--- src/rtl/insn_fetch_pkg.sv ---
// Shared types for the instruction fetch stage: FSM states and the
// {pc, word} entry carried through the prefetch FIFO.
package insn_fetch_pkg;

  localparam int XLEN = 32;
  localparam logic [XLEN-1:0] DEFAULT_NOP_WORD = 32'h0;

  typedef enum logic [1:0] {
    ST_IDLE,
    ST_REQ,
    ST_WAIT,
    ST_DRAIN
  } fetch_state_t;

  typedef struct packed {
    logic [XLEN-1:0] pc;
    logic [XLEN-1:0] word;
  } fetch_entry_t;

endpackage

--- src/rtl/insn_fetch_if.sv ---
// Instruction memory read port: single-outstanding request held until ack.
interface insn_fetch_if;
  import insn_fetch_pkg::*;

  logic [XLEN-1:0] addr;
  logic            read;
  logic [XLEN-1:0] rdata;
  logic            ack;

  modport master (output addr, read, input rdata, ack);
  modport slave  (input addr, read, output rdata, ack);

endinterface

--- src/rtl/insn_fetch_fifo.sv ---
// Prefetch FIFO of {pc, word} entries; clear wins over same-cycle push/pop.
module fetch_fifo
  import insn_fetch_pkg::*;
#(
  parameter int DEPTH = 4,
  localparam int AW = $clog2(DEPTH),
  localparam int CW = AW + 1
) (
  input  logic         clk,
  input  logic         rst,
  input  logic         clear,
  input  logic         push,
  input  fetch_entry_t push_data,
  input  logic         pop,
  output fetch_entry_t head,
  output logic [CW-1:0] count,
  output logic         empty,
  output logic         full
);

  fetch_entry_t  mem [DEPTH];
  logic [AW-1:0] wr_ptr;
  logic [AW-1:0] rd_ptr;
  logic          push_ok;
  logic          pop_ok;

  assign empty   = (count == '0);
  assign full    = (count == CW'(DEPTH));
  assign push_ok = push && !full && !clear;
  assign pop_ok  = pop && !empty && !clear;
  assign head    = mem[rd_ptr];

  always_ff @(posedge clk) begin
    if (push_ok) begin
      mem[wr_ptr] <= push_data;
    end
  end

  // Pointers wrap naturally because DEPTH is a power of two.
  always_ff @(posedge clk or posedge rst) begin
    if (rst) begin
      wr_ptr <= '0;
      rd_ptr <= '0;
      count  <= '0;
    end else if (clear) begin
      wr_ptr <= '0;
      rd_ptr <= '0;
      count  <= '0;
    end else begin
      if (push_ok) wr_ptr <= wr_ptr + AW'(1);
      if (pop_ok)  rd_ptr <= rd_ptr + AW'(1);
      case ({push_ok, pop_ok})
        2'b10:   count <= count + CW'(1);
        2'b01:   count <= count - CW'(1);
        default: count <= count;
      endcase
    end
  end

endmodule

--- src/rtl/insn_fetch.sv ---
// Instruction fetch stage: private fetch PC, single-outstanding memory reads,
// prefetch FIFO feeding the decoder, flush/restart on redirect.
module insn_fetch
  import insn_fetch_pkg::*;
#(
  parameter int              DEPTH    = 4,
  parameter logic [XLEN-1:0] RESET_PC = 32'h0,
  parameter logic [XLEN-1:0] PC_STEP  = 32'd1,
  parameter logic [XLEN-1:0] NOP_WORD = DEFAULT_NOP_WORD
) (
  input  logic             clk,
  input  logic             rst,
  input  logic             stall,
  input  logic             redirect,
  input  logic [XLEN-1:0]  redirect_pc,
  insn_fetch_if.master     imem,
  output logic [XLEN-1:0]  word,
  output logic [XLEN-1:0]  word_pc,
  output logic             word_valid
);

  localparam int CW = $clog2(DEPTH) + 1;

  fetch_state_t    state;
  fetch_state_t    state_next;
  logic [XLEN-1:0] fetch_pc;
  logic [XLEN-1:0] fetch_pc_next;
  logic [XLEN-1:0] req_addr;
  logic [XLEN-1:0] req_addr_next;
  logic            outstanding;
  logic            room;
  logic            issue;
  logic            push;
  logic            pop;
  logic            clear;
  logic            empty;
  logic            full;
  logic [CW-1:0]   count;
  fetch_entry_t    head;
  fetch_entry_t    push_data;

  assign outstanding = (state == ST_WAIT) || (state == ST_DRAIN);
  assign room        = !full && ((count + CW'(outstanding)) < CW'(DEPTH));
  assign issue       = (state == ST_REQ) && room && !redirect;

  // The in-flight address is latched at issue so a redirect cannot move it.
  assign imem.read = issue || outstanding;
  assign imem.addr = outstanding ? req_addr : fetch_pc;

  always_ff @(posedge clk or posedge rst) begin
    if (rst) begin
      state    <= ST_IDLE;
      fetch_pc <= RESET_PC;
      req_addr <= RESET_PC;
    end else begin
      state    <= state_next;
      fetch_pc <= fetch_pc_next;
      req_addr <= req_addr_next;
    end
  end

  always_comb begin
    state_next    = state;
    fetch_pc_next = fetch_pc;
    req_addr_next = req_addr;
    push          = 1'b0;
    clear         = 1'b0;
    case (state)
      ST_IDLE: begin
        state_next = ST_REQ;
      end
      ST_REQ: begin
        if (redirect) begin
          clear         = 1'b1;
          fetch_pc_next = redirect_pc;
        end else if (issue) begin
          req_addr_next = fetch_pc;
          if (imem.ack) begin
            push          = 1'b1;
            fetch_pc_next = fetch_pc + PC_STEP;
          end else begin
            state_next = ST_WAIT;
          end
        end
      end
      ST_WAIT: begin
        if (redirect) begin
          clear         = 1'b1;
          fetch_pc_next = redirect_pc;
          state_next    = imem.ack ? ST_REQ : ST_DRAIN;
        end else if (imem.ack) begin
          push          = 1'b1;
          fetch_pc_next = fetch_pc + PC_STEP;
          state_next    = ST_REQ;
        end
      end
      ST_DRAIN: begin
        if (redirect) begin
          clear         = 1'b1;
          fetch_pc_next = redirect_pc;
        end
        if (imem.ack) begin
          state_next = ST_REQ;
        end
      end
      default: state_next = ST_IDLE;
    endcase
  end

  assign push_data = '{pc: imem.addr, word: imem.rdata};
  assign pop       = !empty && !stall && !clear;

  fetch_fifo #(.DEPTH(DEPTH)) u_fifo (
    .clk       (clk),
    .rst       (rst),
    .clear     (clear),
    .push      (push),
    .push_data (push_data),
    .pop       (pop),
    .head      (head),
    .count     (count),
    .empty     (empty),
    .full      (full)
  );

  assign word_valid = !empty;
  assign word       = empty ? NOP_WORD : head.word;
  assign word_pc    = empty ? '0 : head.pc;

endmodule

--- src/flat_wrapper.sv ---
// flat-port wrapper written by rule: the top's interface ports become plain ports
module insn_fetch_flat import insn_fetch_pkg::*;
#(
  parameter int              DEPTH    = 4,
  parameter logic [XLEN-1:0] RESET_PC = 32'h0,
  parameter logic [XLEN-1:0] PC_STEP  = 32'd1,
  parameter logic [XLEN-1:0] NOP_WORD = DEFAULT_NOP_WORD
)
  (clk, rst, stall, redirect, redirect_pc, word, word_pc, word_valid, imem_addr, imem_read, imem_rdata, imem_ack);
  insn_fetch_if imem_i ();
  input  logic clk;
  input  logic rst;
  input  logic stall;
  input  logic redirect;
  input  logic [XLEN-1:0] redirect_pc;
  output logic [XLEN-1:0] word;
  output logic [XLEN-1:0] word_pc;
  output logic word_valid;
  output wire logic [$bits(imem_i.addr)-1:0] imem_addr;
  output wire logic [$bits(imem_i.read)-1:0] imem_read;
  input wire logic [$bits(imem_i.rdata)-1:0] imem_rdata;
  input wire logic [$bits(imem_i.ack)-1:0] imem_ack;
  assign imem_addr = imem_i.addr;
  assign imem_read = imem_i.read;
  assign imem_i.rdata = imem_rdata;
  assign imem_i.ack = imem_ack;
  insn_fetch #(.DEPTH(DEPTH), .RESET_PC(RESET_PC), .PC_STEP(PC_STEP), .NOP_WORD(NOP_WORD)) u_core (.clk(clk), .rst(rst), .stall(stall), .redirect(redirect), .redirect_pc(redirect_pc), .imem(imem_i), .word(word), .word_pc(word_pc), .word_valid(word_valid));
endmodule
--- config.mk ---
export PLATFORM = sky130hd
export DESIGN_NAME = insn_fetch_flat
export DESIGN_NICKNAME = d
export VERILOG_FILES = /design/src/rtl/insn_fetch_pkg.sv /design/src/rtl/insn_fetch_if.sv /design/src/rtl/insn_fetch_fifo.sv /design/src/rtl/insn_fetch.sv /design/src/flat_wrapper.sv
export SDC_FILE = /design/constraint.sdc
export NUM_CORES = 1
export LEC_CHECK = 0
export BUFFER_PORTS_ARGS = -buffer_cell sky130_fd_sc_hd__buf_2
export CELL_PAD_IN_SITES_DETAIL_PLACEMENT = 0
export CELL_PAD_IN_SITES_GLOBAL_PLACEMENT = 1
export CORE_MARGIN = 5
export CORE_UTILIZATION = 53
export DETAILED_ROUTE_END_ITERATION = 8
export PLACE_DENSITY_LB_ADDON = 0.1
export SYNTH_ARGS = -nofsm -noshare
export SYNTH_HDL_FRONTEND = slang
export SYNTH_SLANG_ARGS = --single-unit
--- constraint.sdc ---
create_clock -name clk -period 8.75 [get_ports clk]
set_input_delay 1.75 -clock clk [delete_from_list [all_inputs] [get_ports clk]]
set_output_delay 1.75 -clock clk [all_outputs]
set_load 0.05 [all_outputs]
==> flow_summary.json, run 1 <==
{
  "layout_setup_ws_ns": 3.89,
  "nets": 1068,
  "yosysTopAreaCell": "edfxtp_1",
  "fmax_ghz": 0.206,
  "critPathMaxFanout": 38,
  "crit_family": "buffers and inverters",
  "r2r-start": "u_core.state[0]$_DFFE_PP0P_",
  "peakVddDrop_mv": 0.291,
  "postPlaceCellArea_um2": 15000,
  "cts.htree.levels": 2,
  "core_area_um2": 26000,
  "post-route-period-util_pct": 55.5,
  "clk_pin_slew_ns": 0.06,
  "drcViolationCount": 0,
  "dp_cells": 1285,
  "cts_setup_buffers": 0,
  "dieArea_um2": 29600,
  "postRouteWirelength_um": 29200,
  "final_core_util_pct": 62.0,
  "finalSetupViolCount": 0,
  "ys_types": 53,
  "relSlewSlack_pct": 30.3,
  "rsz0062_at_grt": "false",
  "crit_path_start_kind": "register",
  "power_density_nw_per_um2": 385,
  "cp.arrival_ns": 3.11,
  "drt_iter0_drc": 637,
  "fin_crit_ns": 4.86,
  "root_buffer": "clkbuf_16",
  "holdPathEnd": "u_core.req_addr[20]$_DFFE_PP0P_",
  "worstSetupPathType": "reg2out",
  "syn_area_per_cell_um2": 16.9,
  "ff2ff_setup_slack_ns": 5.42,
  "cts_buffers": 35,
  "synth_area_leaders": "edfxtp_1 55%, dfrtp_1 13%, mux4_2 10%, mux2_2 5.3%, and2_1 3.2%",
  "fin_cells": 1351,
  "port_buffers": 166,
  "yosys_warnings": 0,
  "netlist.area_leader.share_pct": 55.2,
  "grt.total_usage_pct": 20.1,
  "cpMaxStageDelayCell": "dfrtp_4",
  "cts_buffer_depth": 3,
  "run_status": "complete, no violations",
  "dp_slack_ns": 4.02,
  "async_flop_share_pct": 22.2,
  "clk_latency_ns": 0.50,
  "rr_worst_depth": 7,
  "grt_pass1_vias": 8244,
  "pin_count": 167,
  "ys_seq_elements": 329,
  "drtPass1Iterations": 5,
  "cp-end-kind": "output port",
  "area_growth_pct": 15.7,
  "die_h_um": 172,
  "cts_resized": 0,
  "ys.flop_type": "edfxtp_1",
  "fin_total_pwr_mw": 6.21,
  "p_leak_nw": 5.76,
  "clock_sinks": 329,
  "grt_max_degree": 74,
  "vias": 7930,
  "grt_pass1_wl_um": 46200,
  "grt_antenna_before_repair": 3,
  "route.antenna.remaining_nets": 0,
  "cap_violations": 0,
  "gr-total-overflow": 0,
  "worstHoldPathType": "reg2reg",
  "drv_slew": 0,
  "worst_r2r_endpoint": "u_core.u_fifo.mem[1][59]$_DFFE_PP_",
  "gp_routability_congestion": 0.820,
  "fin_area_um2": 16100,
  "crit_chain": "buf_4 -> mux4_2 -> and2_1 -> buf_2",
  "crit_buf_inv": 2,
  "max_stage_delay_ns": 0.83,
  "synth_cells": 825,
  "fin_tns_setup_ns": 0,
  "hp-start": "u_core.req_addr[20]$_DFFE_PP0P_",
  "die_w_um": 172,
  "seq_area_frac_synth_pct": 68.4,
  "worst_pin_slew_ns": 1.04,
  "hold_viol": 0,
  "syn-num-nets": 906,
  "wl_per_cell_um": 21.6,
  "worstHoldPathCells": 1,
  "dpl.hpwl_um": 17600,
  "num_rows": 59,
  "critPathRequiredTime_ns": 7.00,
  "cts_hold_repair.buffers": 0,
  "fin_hold_ws_ns": 0.503,
  "cts_tree": "yes",
  "synth-edff-count": 256,
  "layout-drive-gt1-share_pct": 36.4,
  "start_util_pct": 53.6,
  "vias_per_cell": 5.87,
  "finClkSkew_ns": 0.0136,
  "syn-cell-area_um2": 13900
}
-- cells in the mapped netlist, types with 4 or more instances --
| master | number |
|---|---|
| a21oi_1 | 47 |
| clkbuf_1 | 25 |
| nand4_1 | 5 |
| dfrtp_1 | 73 |
| and2_1 | 71 |
| a2bb2oi_1 | 9 |
| mux2_2 | 65 |
| nor2_1 | 22 |
| a41o_1 | 4 |
| nor3_1 | 5 |
| o21ai_0 | 20 |
| ha_1 | 11 |
| mux4_2 | 64 |
| edfxtp_1 | 256 |
| o22ai_1 | 19 |
| nand3_1 | 20 |
| inv_1 | 9 |
| nand2_1 | 30 |
| buf_2 | 16 |
-- cell families (layout without fill, tap and decap cells) --
kind of cell / count (synthesis) / after routing / share of synthesized area (%)
flops: 329 / 329 / 68.4
other cells: 0 / 3 / 0
simple gates: 173 / 173 / 7.07
xor+xnor: 6 / 6 / 0.432
buf+inv: 55 / 243 / 1.71
fa+ha+maj: 12 / 12 / 1.13
compound gates: 119 / 119 / 5.54
mux: 131 / 131 / 15.8
-- layer usage --
metal  global-route usage (%)  routed length (um)  share of wire [%]
met4                     5.54                 566                1.9
met3                     3.38                1740                5.9
met1                     28.5               12700                 43
met5                        0                   0                  0
met2                     32.8               14300                 49
-- state kept, by name, summed over array words and instances (netlist names) --
register and count:
u_core.u_fifo.mem 256, u_core.state 2, u_core.u_fifo.count 3, u_core.fetch_pc 32
u_core.u_fifo.wr_ptr 2, u_core.req_addr 32, u_core.u_fifo.rd_ptr 2
-- layout make-up --
cell class,instances,area [um2]
well taps,335,419
clock inverters,11,77.6
fillers,1925,9880
clock buffers,52,982
multi-input cells,441,4190
diodes,3,7.51
inverters,9,33.8
flip-flops and latches,329,9520
repair buffers,171,868
-- power breakdown --
| group | switching (mW) | leakage (nW) | total [mW] | internal [mW] |
|---|---|---|---|---|
| combinational | 1.76 | 2.11 | 2.54 | 0.774 |
| clock | 0.557 | 0.515 | 1.36 | 0.807 |
| sequential | 0.224 | 3.14 | 2.30 | 2.08 |
| total | 2.54 | 5.76 | 6.21 | 3.66 |
-- worst reg2reg max path: stages, from the launching register on --
cell and delay (ns):
dfrtp_1 0.43, inv_1 0.13, ha_1 0.31, o211ai_2 0.27, xor2_1 0.22, a21oi_1 0.11
a211oi_2 0.50, and2_4 0.92
-- cells in the final DEF, fill, tap and decap left out, types with 3 or more instances in the layout --
| master | instances |
|---|---|
| edfxtp_1 | 256 |
| buf_2 | 166 |
| dfrtp_1 | 71 |
| and2_1 | 67 |
| mux2_2 | 65 |
| mux4_2 | 64 |
| a21oi_1 | 47 |
| clkbuf_16 | 37 |
| nand2_1 | 30 |
| nand3_1 | 20 |
| nor2_1 | 20 |
| o21ai_0 | 20 |
| o22ai_1 | 19 |
| clkbuf_1 | 15 |
| ha_1 | 11 |
| a2bb2oi_1 | 9 |
| inv_1 | 7 |
| nor3_1 | 5 |
| nand4_1 | 5 |
| clkinv_1 | 5 |
| buf_4 | 5 |
| and2_4 | 4 |
| a41o_1 | 4 |
| clkinv_2 | 4 |
| diode_2 | 3 |
| nand3_2 | 3 |
| nor2b_1 | 3 |
| xor2_1 | 3 |
| a31oi_1 | 3 |
| or3_1 | 3 |
-- worst max-delay path by stage --
stage / start / to / cells past startpoint
2_1_floorplan: redirect / imem_read / 5
3_3_place_gp: redirect / imem_read / 6
3_5_place_dp: redirect / imem_read / 6
4_1_cts: u_core.u_fifo.rd_ptr[0]$_DFFE_PP0P_ / word_pc[20] / 4
5_1_grt: u_core.u_fifo.rd_ptr[0]$_DFFE_PP0P_ / word_pc[15] / 4
6_report: u_core.u_fifo.rd_ptr[0]$_DFFE_PP0P_ / word_pc[20] / 4
Note: power is estimated with default switching activity, not from simulation.
==> inputs of run 2 (changes only) <==
--- a/config.mk
+++ b/config.mk
@@ -9,7 +9,7 @@
 export CELL_PAD_IN_SITES_DETAIL_PLACEMENT = 0
 export CELL_PAD_IN_SITES_GLOBAL_PLACEMENT = 1
 export CORE_MARGIN = 5
-export CORE_UTILIZATION = 53
+export CORE_UTILIZATION = 44
 export DETAILED_ROUTE_END_ITERATION = 8
 export PLACE_DENSITY_LB_ADDON = 0.1
 export SYNTH_ARGS = -nofsm -noshare
==> constraint.sdc (replaced) <==
create_clock -name clk -period 4.3 [get_ports clk]
set_input_delay 0.86 -clock clk [delete_from_list [all_inputs] [get_ports clk]]
set_output_delay 0.86 -clock clk [all_outputs]
set_load 0.05 [all_outputs]
==> flow_summary.json, run 2 (synthesis gave the netlist of run 1 again) <==
{
  "run_status": "complete, no violations",
  "gr-total-overflow": 0,
  "hold_viol": 0,
  "drt_iter0_drc": 440,
  "power_density_nw_per_um2": 793,
  "port_buffers": 166,
  "pin_count": 167,
  "drv_slew": 0,
  "worstSetupPathType": "reg2out",
  "grt_max_degree": 63,
  "clock_sinks": 329,
  "max_stage_delay_ns": 0.52,
  "pwr-share-clk_pct": 24.5,
  "finalSetupViolCount": 0,
  "critPathMaxFanout": 17,
  "p_seq_share_pct": 35.5,
  "rsz0062_at_grt": "false",
  "dp_slack_ns": 1.10,
  "relSlewSlack_pct": 46.5,
  "crit_family": "buffers and inverters",
  "area_growth_pct": 19.2,
  "fin_area_um2": 16600,
  "drcViolationCount": 0,
  "cts_buffer_depth": 3,
  "start_util_pct": 44.3,
  "crit_buf_inv": 3,
  "num_rows": 65,
  "sw_frac_of_total_pct": 40.1,
  "layout_setup_ws_ns": 0.666,
  "die_w_um": 188,
  "path_depth": 6,
  "post-route-period-util_pct": 84.5,
  "cts.htree.levels": 2,
  "cts_tree": "yes",
  "cpMaxStageDelayCell": "nor2_4",
  "root_buffer": "clkbuf_16",
  "clk_pin_slew_ns": 0.05,
  "layout_common_cells": "256 x edfxtp_1, 166 x buf_2, 71 x dfrtp_1, 67 x and2_1, 65 x mux2_2",
  "layout-drive-gt1-share_pct": 38.8,
  "route.antenna.remaining_nets": 0,
  "postRouteWirelength_um": 31500,
  "top_register": "u_core.u_fifo.mem",
  "peakVddDrop_mv": 0.621,
  "layout_commonest_cell": "edfxtp_1",
  "grt_pass1_vias": 8341,
  "grt_pass1_wl_um": 49600,
  "fin_crit_ns": 3.63,
  "cts_resized": 0,
  "cp.arrival_ns": 2.77,
  "nets": 1085,
  "cts_setup_buffers": 0,
  "worst_pin_slew_ns": 0.796,
  "largest_register_ffs": 256,
  "core_area_um2": 31400,
  "reg.largest.list": "u_core.u_fifo.mem: 256 flops, u_core.fetch_pc: 32 flops, u_core.req_addr: 32 flops",
  "clk_latency_ns": 0.51,
  "wl_per_cell_um": 21.9,
  "cp-end-kind": "output port",
  "grt.total_usage_pct": 18.0,
  "finClkSkew_ns": 0.0167,
  "fin_hold_ws_ns": 0.293,
  "cts_buffers": 37,
  "die_h_um": 188,
  "crit_chain": "inv_1 -> ha_1 -> nor2_4 -> buf_12 -> mux2_2 -> buf_2",
  "dieArea_um2": 35300,
  "rr_worst_depth": 12,
  "vias": 7852,
  "cts_hold_repair.buffers": 0,
  "fmax_ghz": 0.275,
  "combPwrFrac_pct": 40.0,
  "critPathRequiredTime_ns": 3.44,
  "cap_violations": 0,
  "postPlaceCellArea_um2": 15300,
  "switchingPower_mw": 5.27,
  "drtPass1Iterations": 4,
  "gp_routability_congestion": 0.773,
  "vias_per_cell": 5.47,
  "grt_antenna_before_repair": 1,
  "fin_cells": 1436,
  "worstHoldPathType": "in2async",
  "dp_cells": 1367,
  "crit_path_start_kind": "register",
  "fin_tns_setup_ns": 0,
  "p_leak_nw": 5.97,
  "p_int_mw": 7.88,
  "dpl.hpwl_um": 20400
}
==> run 2: cell types whose count changed in the layout (fill, tap and decap cells not counted), moves of 3 or more <==
cell	delta
clkbuf_8	+6
buf_4	+9
buf_12	+6
clkinv_2	+3
clkinv_1	-4
clkbuf_1	-8
bufinv_16	+3
==> run 2: layer usage <==
layer | GRT usage (%) | wire length [um] | vias to the layer above
met2 | 29.4 | 15300 | 192
met3 | 3.35 | 1440 | 40
li1 | - | - | 3607
met4 | 3.70 | 480 | 0
met5 | 0 | 0 | -
met1 | 25.7 | 14300 | 4013
==> run 2: worst paths after layout <==
check	start	end	slack [ns]
max	u_core.state[0]$_DFFE_PP0P_	imem_addr[0]	0.67
min	rst	u_core.req_addr[10]$_DFFE_PP0P_	0.29
max reg2reg	u_core.state[0]$_DFFE_PP0P_	u_core.u_fifo.count[2]$_DFFE_PP0P_	1.08
min reg2reg	u_core.req_addr[20]$_DFFE_PP0P_	u_core.req_addr[20]$_DFFE_PP0P_	0.50
max in group asynchronous	rst	u_core.req_addr[28]$_DFFE_PP0P_	3.12
min in group clk	u_core.req_addr[20]$_DFFE_PP0P_	u_core.req_addr[20]$_DFFE_PP0P_	0.50
==> run 2: power by group through the flow <==
stage               clock (mW)  sequential [mW]  combinational [mW]
finish                    3.22             4.67                5.26
CTS                       3.30             4.68                5.34
global route              3.46             4.74                5.65
global placement             0             4.73                5.30
floorplan                    0             4.53                4.14
detailed placement           0             4.74                5.32
==> run 2: cell type report <==
| type | count | area (um2) |
|---|---|---|
| fill | 2618 | 14800 |
| antenna | 1 | 2.50 |
| clock buffer | 52 | 1080 |
| inverter | 9 | 33.8 |
| multi-input combinational | 441 | 4190 |
| sequential | 329 | 9520 |
| tap | 402 | 503 |
| clock inverter | 16 | 191 |
| timing repair buffer | 186 | 1060 |
==> run 2: per-stage QoR <==
stage / total power [mW] / util (%)
after detailed placement: 10.1 / 48.8
after global routing: 13.8 / 52.8
after global placement: 10.0 / 48.8
after CTS: 13.3 / 52.8
final: 13.2 / 52.8
after floorplan: 8.68 / -
==> inputs of run 3 (changes only) <==
==> constraint.sdc (replaced) <==
create_clock -name clk -period 3.1 [get_ports clk]
set_input_delay 0.62 -clock clk [delete_from_list [all_inputs] [get_ports clk]]
set_output_delay 0.62 -clock clk [all_outputs]
set_load 0.05 [all_outputs]
==> flow_summary.json, run 3 (synthesis gave the netlist of run 1 again) <==
{
  "layout_setup_ws_ns": 0.125,
  "reg.largest.list": "u_core.u_fifo.mem: 256 flops, u_core.fetch_pc: 32 flops, u_core.req_addr: 32 flops",
  "nets": 1101,
  "port_buffers": 166,
  "dp_slack_ns": 0.142,
  "layout_common_cells": "256 x edfxtp_1, 166 x buf_2, 71 x dfrtp_1, 67 x and2_1, 65 x mux2_2",
  "dp_cells": 1381,
  "pin_count": 167,
  "grt_max_degree": 74,
  "rsz0062_at_grt": "false",
  "fmax_ghz": 0.336,
  "cpMaxStageDelayCell": "dfrtp_1",
  "gp_routability_congestion": 0.786,
  "route.antenna.remaining_nets": 0,
  "core_area_um2": 31400,
  "cp-end-kind": "output port",
  "relSlewSlack_pct": 50.2,
  "root_buffer": "clkbuf_16",
  "largest_register_ffs": 256,
  "clk_pin_slew_ns": 0.06,
  "fin_tns_setup_ns": 0,
  "combPwrFrac_pct": 42.2,
  "path_depth": 6,
  "power_density_nw_per_um2": 1080,
  "crit_family": "buffers and inverters",
  "cap_violations": 0,
  "worstSetupPathType": "reg2out",
  "critPathRequiredTime_ns": 2.48,
  "fin_crit_ns": 2.98,
  "p_seq_share_pct": 35.6,
  "cts_buffers": 36,
  "drt_iter0_drc": 432,
  "area_growth_pct": 20.1,
  "crit_chain": "inv_1 -> ha_2 -> nor2_4 -> clkbuf_16 -> mux2_2 -> buf_2",
  "grt_pass1_vias": 8187,
  "wl_per_cell_um": 21.3,
  "p_leak_nw": 6.02,
  "cts_tree": "yes",
  "grt.total_usage_pct": 17.4,
  "gr-total-overflow": 0,
  "rr_worst_depth": 12,
  "fin_hold_ws_ns": 0.170,
  "hold_viol": 0,
  "clock_sinks": 329,
  "fin_total_pwr_mw": 18.1,
  "cts_hold_repair.buffers": 0,
  "final_core_util_pct": 53.2,
  "crit_path_start_kind": "register",
  "run_status": "complete, no violations",
  "fin_cells": 1450,
  "postPlaceCellArea_um2": 15500,
  "drcViolationCount": 0,
  "antenna_cells": 0,
  "top_register": "u_core.u_fifo.mem",
  "die_h_um": 188,
  "crit_buf_inv": 3,
  "post-route-period-util_pct": 96.0,
  "drtPass1Iterations": 5,
  "dieArea_um2": 35300,
  "worst_pin_slew_ns": 0.745,
  "grt_antenna_before_repair": 1,
  "vias": 7897,
  "sw_frac_of_total_pct": 41.0,
  "cts_buffer_depth": 3,
  "finalSetupViolCount": 0,
  "p_int_mw": 10.7,
  "peakVddDrop_mv": 0.622,
  "fin_area_um2": 16700,
  "layout-drive-gt1-share_pct": 39.3,
  "start_util_pct": 44.3,
  "max_stage_delay_ns": 0.41,
  "layout_commonest_cell": "edfxtp_1",
  "grt_pass1_wl_um": 48100,
  "finClkSkew_ns": 0.0114,
  "worstHoldPathType": "in2async",
  "clk_latency_ns": 0.51,
  "cts.htree.levels": 2,
  "pwr-share-clk_pct": 22.2,
  "dpl.hpwl_um": 20000,
  "postRouteWirelength_um": 30900,
  "cp.arrival_ns": 2.36,
  "critPathMaxFanout": 16,
  "switchingPower_mw": 7.41,
  "vias_per_cell": 5.45,
  "die_w_um": 188,
  "drv_slew": 0,
  "num_rows": 65
}
run 3: changes by cell type in the layout (fill, tap and decap cells not counted), moves of 2 or more:
cell | previous run | this run
bufinv_16 | 4 | 1
clkbuf_1 | 7 | 11
buf_12 | 6 | 14
clkinv_1 | 1 | 4
ha_1 | 11 | 9
clkbuf_8 | 6 | 2
buf_4 | 14 | 21
ha_2 | 0 | 2
run 3: timing repair:
| action | 4_1_cts | 5_1_grt |
|---|---|---|
| setup endpoints to repair | 64 | 85 |
| buffers inserted | 1 | 1 |
| cloned | 0 | 1 |
| resized for setup | 1 | 3 |
| pin swaps | 0 | 2 |
| endpoints found under the hold margin | 0 | 0 |
run 3: worst reg2reg max path, stage by stage (launching register included):
cell	delay (ns)
dfrtp_1	0.41
inv_1	0.12
ha_2	0.24
o211ai_2	0.18
xor2_1	0.20
a21oi_1	0.10
a211oi_2	0.20
inv_1	0.07
ha_1	0.22
fa_1	0.38
xnor2_1	0.14
or3_1	0.30
a21oi_1	0.15
run 3: power by group through the flow:
stage | combinational, mW | sequential [mW] | clock, mW
after floorplan | 5.75 | 6.28 | 0
after global placement | 7.59 | 6.53 | 0
after detailed placement | 7.62 | 6.55 | 0
after CTS | 7.71 | 6.44 | 4.13
after global routing | 8.16 | 6.53 | 4.36
final | 7.64 | 6.44 | 4.02
run 3: area by class of cell:
cell class,instances,area (um2)
Clock buffer,51,1020
Clock inverter,15,109
Fill cell,2652,14700
Inverter,9,36.3
Multi-Input combinational cell,441,4200
Sequential cell,329,9520
Tap cell,402,503
Timing Repair Buffer,203,1320
run 3: final timing paths:
kind                                                     start                                 end  slack (ns)
worst max-delay path               u_core.state[0]$_DFFE_PP0P_                       imem_addr[11]        0.12
worst min-delay path                                       rst         u_core.state[1]$_DFFE_PP0P_        0.17
worst max register to register     u_core.state[0]$_DFFE_PP0P_  u_core.u_fifo.count[2]$_DFFE_PP0P_        0.29
worst min register to register  u_core.req_addr[4]$_DFFE_PP0P_      u_core.req_addr[4]$_DFFE_PP0P_        0.48
max in group asynchronous                                  rst     u_core.req_addr[19]$_DFFE_PP0P_        2.56
min in group clk                                imem_rdata[24]  u_core.u_fifo.mem[3][24]$_DFFE_PP_        0.33
run 3: routing by layer:
metal	GRT usage [%]	vias to the layer above	part of all wire, %
met3	3.05	35	4.6
met1	24.9	4041	46
met5	0	-	0
met4	3.36	0	1.3
li1	-	3638	-
met2	28.5	183	48
